<file path="config.mk">
export PLATFORM = sky130hd
export DESIGN_NAME = inst_loader
export DESIGN_NICKNAME = d
export VERILOG_FILES = /design/src/rtl/inst_loader.sv
export SDC_FILE = /design/constraint.sdc
export NUM_CORES = 1
export LEC_CHECK = 0
export CAP_MARGIN = 10
export CELL_PAD_IN_SITES_DETAIL_PLACEMENT = 1
export CELL_PAD_IN_SITES_GLOBAL_PLACEMENT = 1
export CORE_AREA = 2 2 166 168
export CTS_CLUSTER_SIZE = 16
export DETAILED_ROUTE_END_ITERATION = 7
export DIE_AREA = 0 0 168 170
export PLACE_DENSITY_LB_ADDON = 0.1
export SYNTH_ARGS = -nofsm -noshare
export SYNTH_HDL_FRONTEND = slang
export SYNTH_SLANG_ARGS = --single-unit
</file>
<file path="constraint.sdc">
create_clock -name clk -period 5.7 [get_ports clk]
set_clock_uncertainty 0.1 [all_clocks]
set_input_delay 0.855 -clock clk [delete_from_list [all_inputs] [get_ports clk]]
set_output_delay 0.855 -clock clk [all_outputs]
set_load 0.02 [all_outputs]
</file>
<file path="src/rtl/inst_loader.sv">
// AXI4-Lite staging port for 96-bit accelerator instructions: three staged words are committed
// into the fetch stage's instruction memory write port, with load status readable by the host.
module inst_loader #(
  parameter int CMD_WIDTH      = 3,
  parameter int CMD_END        = 7,
  parameter int AXI_ADDR_WIDTH = 8
) (
  input  logic                      clk,
  input  logic                      reset,
  input  logic [AXI_ADDR_WIDTH-1:0] s_axi_awaddr,
  input  logic                      s_axi_awvalid,
  output logic                      s_axi_awready,
  input  logic [31:0]               s_axi_wdata,
  input  logic [3:0]                s_axi_wstrb,
  input  logic                      s_axi_wvalid,
  output logic                      s_axi_wready,
  output logic [1:0]                s_axi_bresp,
  output logic                      s_axi_bvalid,
  input  logic                      s_axi_bready,
  input  logic [AXI_ADDR_WIDTH-1:0] s_axi_araddr,
  input  logic                      s_axi_arvalid,
  output logic                      s_axi_arready,
  output logic [31:0]               s_axi_rdata,
  output logic [1:0]                s_axi_rresp,
  output logic                      s_axi_rvalid,
  input  logic                      s_axi_rready,
  output logic [95:0]               inst_out,
  output logic [31:0]               inst_addr_out,
  output logic                      inst_wr_en_out,
  input  logic [3:0]                fetch_state_in,
  output logic [1:0]                o_dbg_wr_state,
  output logic [1:0]                o_dbg_rd_state
);

  // Handshake rule: a beat transfers on a rising edge where valid and ready are both high;
  // the master holds address/data stable from valid until that edge, and ready never waits on
  // anything but our own FSM state.

  localparam logic [2:0]  OFF_W0      = 3'd0;
  localparam logic [2:0]  OFF_W1      = 3'd1;
  localparam logic [2:0]  OFF_W2      = 3'd2;
  localparam logic [2:0]  OFF_COMMIT  = 3'd3;
  localparam logic [2:0]  OFF_STATUS  = 3'd4;
  localparam logic [2:0]  OFF_CTRL    = 3'd5;
  localparam logic [1:0]  RESP_OKAY   = 2'b00;
  localparam logic [1:0]  RESP_SLVERR = 2'b10;
  localparam logic [10:0] COUNT_MAX   = 11'h7FF;
  localparam logic [CMD_WIDTH-1:0] CMD_END_CODE = CMD_WIDTH'(CMD_END);

  typedef enum logic [1:0] {
    W_IDLE = 2'd0,
    W_ACK  = 2'd1,
    W_RESP = 2'd2
  } wr_state_t;

  typedef enum logic [1:0] {
    R_IDLE = 2'd0,
    R_ACK  = 2'd1,
    R_DATA = 2'd2
  } rd_state_t;

  wr_state_t   r_wr_state, w_wr_next;
  rd_state_t   r_rd_state, w_rd_next;
  logic        w_awready, w_bvalid, w_arready, w_rvalid;

  logic [31:0] r_w0, r_w1, r_w2;
  logic [95:0] r_inst;
  logic [31:0] r_inst_addr;
  logic        r_inst_wr_en;
  logic        r_end_loaded;
  logic [10:0] r_inst_count;
  logic [1:0]  r_bresp;
  logic [1:0]  r_rresp;
  logic [31:0] r_rdata;

  logic        w_wr_fire, w_rd_fire;
  logic [2:0]  w_wr_off, w_rd_off;
  logic        w_commit, w_ctrl_clear;
  logic [31:0] w_status;
  logic        w_unused_addr_bits;

  function automatic logic [31:0] merge_bytes(input logic [31:0] old_word,
                                              input logic [31:0] new_word,
                                              input logic [3:0]  strb);
    logic [31:0] res;
    res = old_word;
    for (int b = 0; b < 4; b++) begin
      if (strb[b]) res[8*b +: 8] = new_word[8*b +: 8];
    end
    return res;
  endfunction

  // ---------------- write channel FSM ----------------
  always_ff @(posedge clk) begin
    if (reset) r_wr_state <= W_IDLE;
    else       r_wr_state <= w_wr_next;
  end

  always_comb begin
    w_wr_next = r_wr_state;
    w_awready = 1'b0;
    w_bvalid  = 1'b0;
    case (r_wr_state)
      W_IDLE: if (s_axi_awvalid && s_axi_wvalid) w_wr_next = W_ACK;
      W_ACK: begin
        w_awready = 1'b1;
        w_wr_next = W_RESP;
      end
      W_RESP: begin
        w_bvalid = 1'b1;
        if (s_axi_bready) w_wr_next = W_IDLE;
      end
      default: w_wr_next = W_IDLE;
    endcase
  end

  // ---------------- read channel FSM ----------------
  always_ff @(posedge clk) begin
    if (reset) r_rd_state <= R_IDLE;
    else       r_rd_state <= w_rd_next;
  end

  always_comb begin
    w_rd_next = r_rd_state;
    w_arready = 1'b0;
    w_rvalid  = 1'b0;
    case (r_rd_state)
      R_IDLE: if (s_axi_arvalid) w_rd_next = R_ACK;
      R_ACK: begin
        w_arready = 1'b1;
        w_rd_next = R_DATA;
      end
      R_DATA: begin
        w_rvalid = 1'b1;
        if (s_axi_rready) w_rd_next = R_IDLE;
      end
      default: w_rd_next = R_IDLE;
    endcase
  end

  // ---------------- write decode ----------------
  assign w_wr_fire    = (r_wr_state == W_ACK);
  assign w_wr_off     = s_axi_awaddr[4:2];
  assign w_commit     = w_wr_fire && (w_wr_off == OFF_COMMIT) && (s_axi_wstrb != 4'b0000);
  assign w_ctrl_clear = w_wr_fire && (w_wr_off == OFF_CTRL) && s_axi_wstrb[0] && s_axi_wdata[0];

  always_ff @(posedge clk) begin
    if (reset) begin
      r_w0 <= '0;
      r_w1 <= '0;
      r_w2 <= '0;
    end else if (w_wr_fire) begin
      case (w_wr_off)
        OFF_W0:  r_w0 <= merge_bytes(r_w0, s_axi_wdata, s_axi_wstrb);
        OFF_W1:  r_w1 <= merge_bytes(r_w1, s_axi_wdata, s_axi_wstrb);
        OFF_W2:  r_w2 <= merge_bytes(r_w2, s_axi_wdata, s_axi_wstrb);
        default: ;
      endcase
    end
  end

  always_ff @(posedge clk) begin
    if (reset) begin
      r_bresp <= RESP_OKAY;
    end else if (w_wr_fire) begin
      r_bresp <= (w_wr_off <= OFF_CTRL) ? RESP_OKAY : RESP_SLVERR;
    end
  end

  // Commit strobe lands in the cycle after the handshake, together with bvalid.
  always_ff @(posedge clk) begin
    if (reset) begin
      r_inst_wr_en <= 1'b0;
      r_inst       <= '0;
      r_inst_addr  <= '0;
    end else begin
      r_inst_wr_en <= w_commit;
      if (w_commit) begin
        r_inst      <= {r_w2, r_w1, r_w0};
        r_inst_addr <= s_axi_wdata;
      end
    end
  end

  always_ff @(posedge clk) begin
    if (reset) begin
      r_end_loaded <= 1'b0;
      r_inst_count <= '0;
    end else if (w_ctrl_clear) begin
      r_end_loaded <= 1'b0;
      r_inst_count <= '0;
    end else if (w_commit) begin
      if (r_inst_count != COUNT_MAX) r_inst_count <= r_inst_count + 11'd1;
      if (r_w0[CMD_WIDTH-1:0] == CMD_END_CODE) r_end_loaded <= 1'b1;
    end
  end

  // ---------------- read decode ----------------
  assign w_rd_fire = (r_rd_state == R_ACK);
  assign w_rd_off  = s_axi_araddr[4:2];
  assign w_status  = {12'd0, fetch_state_in, 4'd0, r_inst_count, r_end_loaded};

  // Sampled from pre-update registers, so a same-cycle commit is not yet visible.
  always_ff @(posedge clk) begin
    if (reset) begin
      r_rdata <= '0;
      r_rresp <= RESP_OKAY;
    end else if (w_rd_fire) begin
      r_rresp <= RESP_OKAY;
      case (w_rd_off)
        OFF_W0:     r_rdata <= r_w0;
        OFF_W1:     r_rdata <= r_w1;
        OFF_W2:     r_rdata <= r_w2;
        OFF_COMMIT: r_rdata <= '0;
        OFF_STATUS: r_rdata <= w_status;
        OFF_CTRL:   r_rdata <= '0;
        default: begin
          r_rdata <= '0;
          r_rresp <= RESP_SLVERR;
        end
      endcase
    end
  end

  assign w_unused_addr_bits = ^{s_axi_awaddr[AXI_ADDR_WIDTH-1:5], s_axi_awaddr[1:0],
                                s_axi_araddr[AXI_ADDR_WIDTH-1:5], s_axi_araddr[1:0]};

  assign s_axi_awready  = w_awready;
  assign s_axi_wready   = w_awready;
  assign s_axi_bvalid   = w_bvalid;
  assign s_axi_bresp    = r_bresp;
  assign s_axi_arready  = w_arready;
  assign s_axi_rvalid   = w_rvalid;
  assign s_axi_rdata    = r_rdata;
  assign s_axi_rresp    = r_rresp;
  assign inst_out       = r_inst;
  assign inst_addr_out  = r_inst_addr;
  assign inst_wr_en_out = r_inst_wr_en;
  assign o_dbg_wr_state = r_wr_state;
  assign o_dbg_rd_state = r_rd_state;

endmodule

</file>
==> results of run 1 <==
==> power by group through the flow <==
stage          sequential, mW  combinational, mW  clock, mW
6_report                 1.93              0.192       2.26
5_1_grt                  1.93              0.205       2.38
4_1_cts                  1.93              0.193       2.30
3_5_place_dp             1.98              0.191          0
3_3_place_gp             1.98              0.189          0
2_1_floorplan            1.98             0.0895          0
==> cells by family after synthesis <==
group / Yosys count / synth area share
and+or+nand+nor: 458 / 0.1780
buffers and inverters: 104 / 0.04050
adders and majority gates: 2 / 0.002131
DFF: 275 / 0.5210
AOI/OAI and AO/OA: 373 / 0.2002
other: 1 / 0.0003549
muxes: 61 / 0.05779
==> worst min-delay path by stage <==
stage | endpoint | depth (start not counted)
3_5_place_dp | inst_out[48] | 2
2_1_floorplan | inst_out[26] | 2
5_1_grt | inst_out[16] | 2
6_report | inst_out[67] | 2
3_3_place_gp | inst_addr_out[14] | 2
4_1_cts | inst_out[48] | 2
==> through the flow <==
| stage | worst slack, ps | power (mW) |
|---|---|---|
| 2_1_floorplan | 3267 | 2.068 |
| 3_3_place_gp | 2074 | 2.165 |
| 3_5_place_dp | 2019 | 2.168 |
| 4_1_cts | 2570 | 4.427 |
| 5_1_grt | 2411 | 4.514 |
| 6_report | 2572 | 4.388 |
==> layer usage <==
metal / share of wire / vias to the layer above
li1: - / 4702
met1: 0.50 / 4769
met2: 0.43 / 269
met3: 0.059 / 49
met4: 0.016 / 0
met5: 0 / -
==> synth_stat cells, drive strengths merged (3+ instances only) <==
cell type / instances / area, um^2
buf: 22 / 120.1
or4: 5 / 37.54
nor2: 58 / 217.7
or3: 7 / 43.79
a22oi: 16 / 120.1
o2bb2ai: 16 / 140.1
a21oi: 209 / 1046
inv: 4 / 15.01
o21ai: 90 / 450.4
dfxtp: 275 / 5505
nand2: 347 / 1303
clkbuf: 78 / 292.8
a22o: 16 / 140.1
mux2i: 61 / 610.6
nor3: 6 / 41.29
nor4: 3 / 18.77
nand3: 7 / 35.03
a2bb2oi: 16 / 140.1
nand3b: 4 / 30.03
nor2b: 5 / 31.28
o31ai: 3 / 22.52
nand2b: 6 / 45.04
==> worst max-delay path, cell delays in order <==
cell             delay [ps]
clkdlybuf4s50_1         510
nand3b_1                700
nor2_1                 1020
mux2i_1                 270
nor2_1                   60
==> registers in the layout (all words and copies together), names as in the netlist <==
signal          flops
r_w1               32
inst_addr_out      32
r_end_loaded        1
s_axi_rresp         1
o_dbg_rd_state      2
inst_wr_en_out      1
o_dbg_wr_state      2
r_inst_count       11
s_axi_bresp         1
inst_out           96
r_w0               32
s_axi_rdata        32
r_w2               32
==> final cells by class <==
class	instances	area, um^2	share of cell area
sequential	275	5505	0.3891
multi-input combinational	896	4662	0.3295
timing repair buffer	240	2371	0.1676
clock buffer	37	858.3	0.06067
tap	341	426.7	0.03016
clock inverter	19	309.0	0.02184
inverter	4	15.01	0.001061
==> impl_results.md, run 1 <==
* Outcome: complete, no violations
* Worst hold slack at between 300 and 400 ps
* Routing usage on met2 at 0.3962
* Initial antenna violation count at 0
* Gate power share at 0.044
* Largest net degree at the start of global routing at approximately 110
* Pint at 3.423 mW
* Final Hold Viols at 0
* WS Path Type: in -> reg
* Number of flops mapped to enable cells by yosys at 0
* R2r setup slk at approximately 2800 ps
* Post-detail-place hpwl at 24710 um
* Initial core utilization at 0.3965
* Peak Freq at 319.7 MHz
* # Max-Cap Violations at 0
* Die X at 168 um
* Setup violations, final at 0
* Critical path capture point: r_w1[17]
* Die Footprint at 28560 um^2
* Number of global-route vias before repair at between 9000 and 10000
* Seq pwr share at 0.441
* Main synth FF type: dfxtp_1
* Initial DRC count at 720
* Tot GR Track Use at 0.2553
* DR WL/cell at 20.41 um
* DRT Wirelength at between 30000 and 40000 um
* Setup TNS at 0 ps
* Cell Rows at 60
* Worst-skew pair later-pin latency at 560 ps
* First-pass DRT Iterations at 6
* Crit path required time at 6000 ps
* Yosys warning count at 0
* Ys async rst share at 0
* GR peak layer: met2
* CP Max Fanout at 23
* Leading cell type in the layout, fill and taps excluded: nand2_1
* Crit path DAT at 3430 ps
* Non-Filler Instances at 1812
* Detail Route Antenna Nets at 0
* Placed Instances at 1756
* Final min period at 3128 ps
* Worst Hold Class: reg -> reg
* RR Endpoint: r_w1[17]
* Worst-Margin Slew at 1144 ps
* Leakage at 4.806 nW
* Sequential-to-total area share from yosys stat at 0.5210
* GRT overflow at 0
* R2R depth at 4
* IO Port Bufs at roughly 220
* First-pass GRT wire length at 57700 um
* Pwr dens at between 300 and 400 nW/um^2
* Fillers at roughly 3000
* # hold bufs at CTS at 0
* Slew HR at 0.2347
* Tcrit/Tclk final at 0.5487
* Via Count at between 9000 and 10000
* Clock Power Share at 0.516
* Met1 Use GR at 0.3752
* CTS max path bufs at 3
* Area Growth Syn to Fin at 33.89%
* Postcts setup bufs at 0
* DP Area at 12980 um^2
* CP endpoint kind: flip-flop
* Share of cells above drive strength 1 at 0.05574
* Unrepaired setup endpoints after global routing: false
* Ant. Diodes at 0
* Peak supply drop at 0.2026 mV
* Cell Area, Synth at 10570 um^2
* Distinct cells, synth at 45
* H-tree depth at 1
* Switching power total at 965.0 uW
* Crit path launch: s_axi_wstrb[2]
* Sink Count at about 280
* Flops & latches, synth at 275
* Total CTS buffers at 31
* HP Start: inst_out[67]
* Drc violations at 0
* Commonest non-fill, non-tap cells in the layout: 347 x nand2_1, 275 x dfxtp_1, 222 x clkdlybuf4s50_1
* Chip Height at roughly 170 um
* Clk slew on worst S/H paths at 60 ps
* Count of final max-slew check failures at 0
* Layout Utilization at 0.5308
* Startpoint types: primary input
* Clk root buf: clkbuf_16
* CTS tree: yes
* Post-cts repair resize count at 0
* Mean Syn Cell Area at 8.294 um^2
* Core ar. at 26650 um^2
* Post-Syn Instances at between 1000 and 1500
* Design Area, Final at 14150 um^2
* Avg Vias per Cell at around 5.4
* Met3 Use GR at 0.04070
* Switching share of power at 0.2199
* Reg-to-Reg Start: o_dbg_wr_state[0]
* Gp weighted congestion at 0.7809
* Ports at 237
* Nets at around 1500
(Power assumes the default switching activity.)
==> run 2: changes to the inputs <==
--- a/config.mk
+++ b/config.mk
@@ -8,10 +8,10 @@
 export CAP_MARGIN = 10
 export CELL_PAD_IN_SITES_DETAIL_PLACEMENT = 1
 export CELL_PAD_IN_SITES_GLOBAL_PLACEMENT = 1
-export CORE_AREA = 2 2 166 168
+export CORE_AREA = 2 2 172 174
 export CTS_CLUSTER_SIZE = 16
 export DETAILED_ROUTE_END_ITERATION = 7
-export DIE_AREA = 0 0 168 170
+export DIE_AREA = 0 0 174 176
 export PLACE_DENSITY_LB_ADDON = 0.1
 export SYNTH_ARGS = -nofsm -noshare
 export SYNTH_HDL_FRONTEND = slang
==> constraint.sdc (replaced) <==
create_clock -name clk -period 3.3 [get_ports clk]
set_clock_uncertainty 0.1 [all_clocks]
set_input_delay 0.495 -clock clk [delete_from_list [all_inputs] [get_ports clk]]
set_output_delay 0.495 -clock clk [all_outputs]
set_load 0.02 [all_outputs]
==> run 2 against run 1 <==
Net effect:
- worst setup slack worse by 1900 ps
- first-iteration DRC count down 12%
- sequential share of layout area fell by 0.059 points
- sequential power is 73% higher
- cell count increased by 3.1%
- final area up 0.15%
- critical path depth down 1
- combinational power increased by 77%
- flip-flop and latch count unchanged
- via count decreased by 0.48%
- critical path type is now reg -> out
- largest power group is now registers
==> impl_results.md, run 2 (synthesis results as in run 1) <==
* Unrepaired setup endpoints after global routing: false
* Postcts setup bufs at 0
* Via Count at 9742
* Chip Height at 176 um
* # hold bufs at CTS at 0
* R2R depth at 4
* Drc violations at 0
* DR WL/cell at 19.50 um
* Setup violations, final at 0
* Post-cts repair resize count at 0
* Gate power share at 0.048
* Min-Delay Path Depth at 2
* Total CTS buffers at 31
* Pre-CTS WS at 447.7 ps
* CP Depth at 4
* Cell Rows at 62
* RR Endpoint: r_inst_count[8]
* WS Path Type: reg -> out
* Ports at 237
* Outcome: complete, no violations
* First-pass DRT Iterations at 5
* Nets at 1527
* IO Port Bufs at roughly 220
* Post-detail-place hpwl at 25300 um
* Initial core utilization at 0.3701
* Core ar. at 28550 um^2
* HP Start: reset
* Tcrit/Tclk final at 0.7940
* Clk slew on worst S/H paths at 60 ps
* Slew HR at 0.2318
* Placed Instances at 1814
* Crit path required time at 2700 ps
* Pint at around 5.4 mW
* H-tree depth at 1
* Final min period at around 2600 ps
* Die X at 174 um
* Layout Utilization at 0.4963
* # Max-Cap Violations at 0
* Number of global-route vias before repair at 9816
* Delay-heaviest family, CP: buffers and inverters
* Switching power total at 1.595 mW
* WHS Endpoint: r_w0[5]
* Switching share of power at 0.2273
* Count of final max-slew check failures at 0
* CTS tree: yes
* CP endpoint kind: primary output
* Peak Freq at approximately 380 MHz
* Critical-path top delay cell: clkdlybuf4s50_1
* GRT overflow at 0
* Slowest stage delay, CP at 560 ps
* Sink Count at approximately 280
* Leakage at 4.810 nW
* Reg-to-Reg Start: o_dbg_wr_state[0]
* Non-Filler Instances at around 1900
* Fin worst setup slack at 679.9 ps
* Worst-skew pair later-pin latency at roughly 560 ps
* Avg Vias per Cell at 5.215
* Crit path DAT at around 2000 ps
* Tot GR Track Use at 0.2324
* Ant. Diodes at 0
* Gp weighted congestion at 0.7952
* Clk root buf: clkbuf_16
* Initial DRC count at 631
* Commonest non-fill, non-tap cells in the layout: 347 x nand2_1, 275 x dfxtp_1, 222 x clkdlybuf4s50_1
* Largest net degree at the start of global routing at 129
* Buf/Inv on CP at 3
* CP Max Fanout at 21
* Share of cells above drive strength 1 at 0.05930
* Pwr dens at 495.3 nW/um^2
* Worst Hold Class: in -> reg
* Area Growth Syn to Fin at 34.09%
* DRT Wirelength at 36420 um
* Initial antenna violation count at 0
* Detail Route Antenna Nets at 0
* Setup TNS at 0 ps
* Number of flip-flops in the largest register at 96
* Peak supply drop at 0.3679 mV
* Seq pwr share at 0.476
* Startpoint types: flip-flop
* First-pass GRT wire length at 56950 um
* Final Hold Viols at 0
* Design Power at 7.018 mW
* Clock Power Share at 0.476
* CTS max path bufs at 3
* Leading cell type in the layout, fill and taps excluded: nand2_1
* Die Footprint at 30620 um^2
* R2r setup slk at 1030 ps
* Worst-Margin Slew at between 1000 and 1500 ps
* Crit path cell chain: nand2b_1 > buf_4 > inv_1 > clkdlybuf4s50_1
## run 2: changes by cell type in the layout (fill, tap and decap cells not counted), sizes merged
| cell | previous run | this run |
|---|---|---|
| buf | 18 | 33 |
| bufinv | 8 | 1 |
| clkbuf | 37 | 46 |
| clkinv | 7 | 6 |
| clkinvlp | 3 | 0 |
## run 2: final cells by class
type / instances / area, um^2
multi-input cells: 896 / 4662
flip-flops and latches: 275 / 5505
repair buffers: 255 / 2521
clock buffers: 46 / 912.1
well taps: 384 / 480.5
inverters: 4 / 15.01
fillers: 3403 / 14380
clock inverters: 8 / 72.57
## run 2: worst register-to-register path, stage by stage (launching register included)
cell	delay, ps
dfxtp_1	520
nand2b_4	150
or4_1	700
or4_1	550
a21oi_1	180
## run 2: worst max path at each step
stage,start,end
floorplan,o_dbg_wr_state[0],r_inst_count[8]
global placement,s_axi_awaddr[2],r_w1[3]
detailed placement,s_axi_awaddr[2],r_w1[5]
CTS,o_dbg_rd_state[1],s_axi_arready
global route,o_dbg_rd_state[1],s_axi_arready
finish,o_dbg_rd_state[1],s_axi_arready
## run 2: power groups by stage
stage          sequential (mW)  combinational, mW  clock (mW)
2_1_floorplan             3.42              0.155           0
3_3_place_gp              3.41              0.336           0
3_5_place_dp              3.41              0.338           0
4_1_cts                   3.34              0.339        3.40
5_1_grt                   3.34              0.361        3.54
6_report                  3.34              0.339        3.34
## run 2: per-layer routing
| metal | track usage | share of wire | vias up |
|---|---|---|---|
| met5 | 0 | 0 | - |
| met3 | 0.04737 | 0.056 | 30 |
| li1 | - | - | 4719 |
| met2 | 0.3360 | 0.41 | 225 |
| met4 | 0.04202 | 0.013 | 0 |
| met1 | 0.3571 | 0.52 | 4768 |
## run 2: per-stage QoR
step                      area (um^2)  hold WS [ps]
after detailed placement        13180         346.4
after floorplan                 10570         340.7
after global routing            14170         244.4
final                           14170         245.3
after CTS                       14170         240.0
after global placement          13180         338.6
==> run 3: changes to the inputs <==
--- a/config.mk
+++ b/config.mk
@@ -8,10 +8,10 @@
 export CAP_MARGIN = 10
 export CELL_PAD_IN_SITES_DETAIL_PLACEMENT = 1
 export CELL_PAD_IN_SITES_GLOBAL_PLACEMENT = 1
-export CORE_AREA = 2 2 172 174
+export CORE_AREA = 2 2 182 184
 export CTS_CLUSTER_SIZE = 16
 export DETAILED_ROUTE_END_ITERATION = 7
-export DIE_AREA = 0 0 174 176
+export DIE_AREA = 0 0 184 186
 export PLACE_DENSITY_LB_ADDON = 0.1
 export SYNTH_ARGS = -nofsm -noshare
 export SYNTH_HDL_FRONTEND = slang
==> constraint.sdc (replaced) <==
create_clock -name clk -period 2.22 [get_ports clk]
set_clock_uncertainty 0.1 [all_clocks]
set_input_delay 0.333 -clock clk [delete_from_list [all_inputs] [get_ports clk]]
set_output_delay 0.333 -clock clk [all_outputs]
set_load 0.02 [all_outputs]
==> run 3 against run 2 <==
Net effect:
- flip-flop and latch count stayed put
- core utilization is 3.8 points lower
- sequential share of layout area is 1.6 points lower
- routed wire length is 4.4% higher
- non-clock buffer count is 34 higher
- via count is 1.1% higher
- cell count is 3.5% higher
- first-iteration DRC count is 8.2% lower
- clock-buffer cell count is 4 higher
- power is 58% higher
==> impl_results.md, run 3 (synthesis results as in run 1) <==
* Outcome: complete, no violations
* DRT Wirelength at roughly 38000 um
* CTS tree: yes
* CTS max path bufs at 3
* Final Hold Viols at 0
* Placed Instances at 1872
* Setup violations, final at 0
* Post-detail-place hpwl at around 27000 um
* Non-Filler Instances at 1933
* Tot GR Track Use at 0.2196
* Tcrit/Tclk final at 0.9635
* Total CTS buffers at 34
* WS Path Type: reg -> out
* Worst-Margin Slew at 1094 ps
* First-pass DRT Iterations at 4
* DP Area at 13630 um^2
* Sink Count at approximately 280
* Final min period at 2139 ps
* Design Area, Final at 14770 um^2
* GRT overflow at 0
* Unrepaired setup endpoints after global routing: false
* Leading cell type in the layout, fill and taps excluded: nand2_1
* Initial DRC count at 579
* Die X at 184 um
* Clk root buf: clkbuf_16
* Seq pwr share at 0.448
* CP endpoint kind: primary output
* R2R depth at 5
* # hold bufs at CTS at 0
* Peak Freq at 467.5 MHz
* Nets at 1564
* Count of final max-slew check failures at 0
* Core ar. at 32210 um^2
* Reg-to-Reg Start: o_dbg_wr_state[1]
* Peak supply drop at 0.3925 mV
* Area Growth Syn to Fin at 39.81%
* HP Start: reset
* Design Power at 11.07 mW
* Gp weighted congestion at 0.8126
* CP Max Fanout at 4
* Clock Power Share at 0.502
* Number of flip-flops in the largest register at 96
* IO Port Bufs at 224
* Min-Delay Path Depth at 2
* Ant. Diodes at 0
* Number of global-route vias before repair at 9873
* Crit path required time at 1790 ps
* Switching power total at 2.482 mW
* Crit path launch: o_dbg_rd_state[1]
* Chip Height at between 150 and 200 um
* Share of cells above drive strength 1 at 0.08525
* Worst-skew pair later-pin latency at 500 ps
* Largest net degree at the start of global routing at about 110
* DR WL/cell at a little under 20 um
* Avg Vias per Cell at a little over 5
* Initial antenna violation count at 0
* Initial core utilization at 0.3281
* Pre-CTS WS at -314.2 ps
* Worst Hold Class: in -> reg
* Ports at 237
* Crit path DAT at roughly 1700 ps
* First-pass GRT wire length at a little under 60000 um
* Pint at 8.591 mW
* Cell Rows at 66
* Leakage at 5.146 nW
* Via Count at 9853
* Detail Route Antenna Nets at 0
* Fin worst setup slack at 80.97 ps
* Die Footprint at 34220 um^2
* Switching share of power at 0.2242
* H-tree depth at 2
* Startpoint types: flip-flop
* Commonest non-fill, non-tap cells in the layout: 347 x nand2_1, 275 x dfxtp_1, 218 x clkdlybuf4s50_1
* Setup TNS at 0 ps
* Clk slew on worst S/H paths at 60 ps
* # Max-Cap Violations at 0
* Gate power share at 0.049
* Slew HR at 0.2695
* Drc violations at 0
* Pwr dens at around 750 nW/um^2
run 3: cell count changes in the layout (fill, tap and decap cells not counted):
| cell | previous run | this run |
|---|---|---|
| buf_12 | 4 | 17 |
| buf_4 | 27 | 48 |
| buf_6 | 1 | 0 |
| bufinv_16 | 1 | 2 |
| clkbuf_1 | 7 | 6 |
| clkbuf_16 | 31 | 35 |
| clkbuf_8 | 8 | 10 |
| clkdlybuf4s50_1 | 222 | 218 |
| clkinv_2 | 5 | 6 |
| clkinv_4 | 1 | 0 |
| clkinvlp_4 | 0 | 1 |
| dlygate4sd2_1 | 0 | 3 |
| dlymetal6s2s_1 | 0 | 1 |
| inv_8 | 0 | 1 |
run 3: stage by stage:
stage                     hold slack, ps    util
after floorplan                    340.7       -
after global placement             339.4  0.4233
after detailed placement           347.7  0.4233
after CTS                          146.9  0.4586
after global routing               164.7  0.4587
final                              154.8  0.4587
run 3: final cells by class:
class,count,area [um^2]
well taps,408,510.5
fillers,3742,17430
clock inverters,11,117.6
clock buffers,50,1022
repair buffers,289,2940
multi-input cells,896,4662
flip-flops and latches,275,5505
inverters,4,15.01
run 3: power by group through the flow:
stage | clock, mW | sequential (mW) | combinational [mW]
after floorplan | 0 | 5.08 | 0.230
after global placement | 0 | 5.07 | 0.545
after detailed placement | 0 | 5.07 | 0.547
after CTS | 5.70 | 4.96 | 0.548
after global routing | 5.93 | 4.96 | 0.580
final | 5.56 | 4.96 | 0.544
run 3: worst max-delay path, cell delays in order (launching register included):
cell and delay, ps:
dfxtp_1 330, nand2b_1 160, inv_1 110, clkdlybuf4s50_1 610
run 3: final timing paths:
path,end,slack (ps)
worst max-delay path,s_axi_arready,80
worst min-delay path,r_w1[0],150
worst max register to register,inst_addr_out[14],270
worst min register to register,inst_out[69],350
run 3: repair_timing:
action | in CTS | in global routing
resized for setup | 3 | 1
setup buffers | 0 | 0
hold endpoints to repair | 0 | 0
endpoints found under the setup margin | 3 | 1
run 3: layer usage:
layer,global-route usage,up-vias,routed length (um)
met5,0,-,0
met1,0.3377,4777,19840
met2,0.3132,241,15590
li1,-,4798,-
met4,0.04576,0,565
met3,0.04304,37,2019
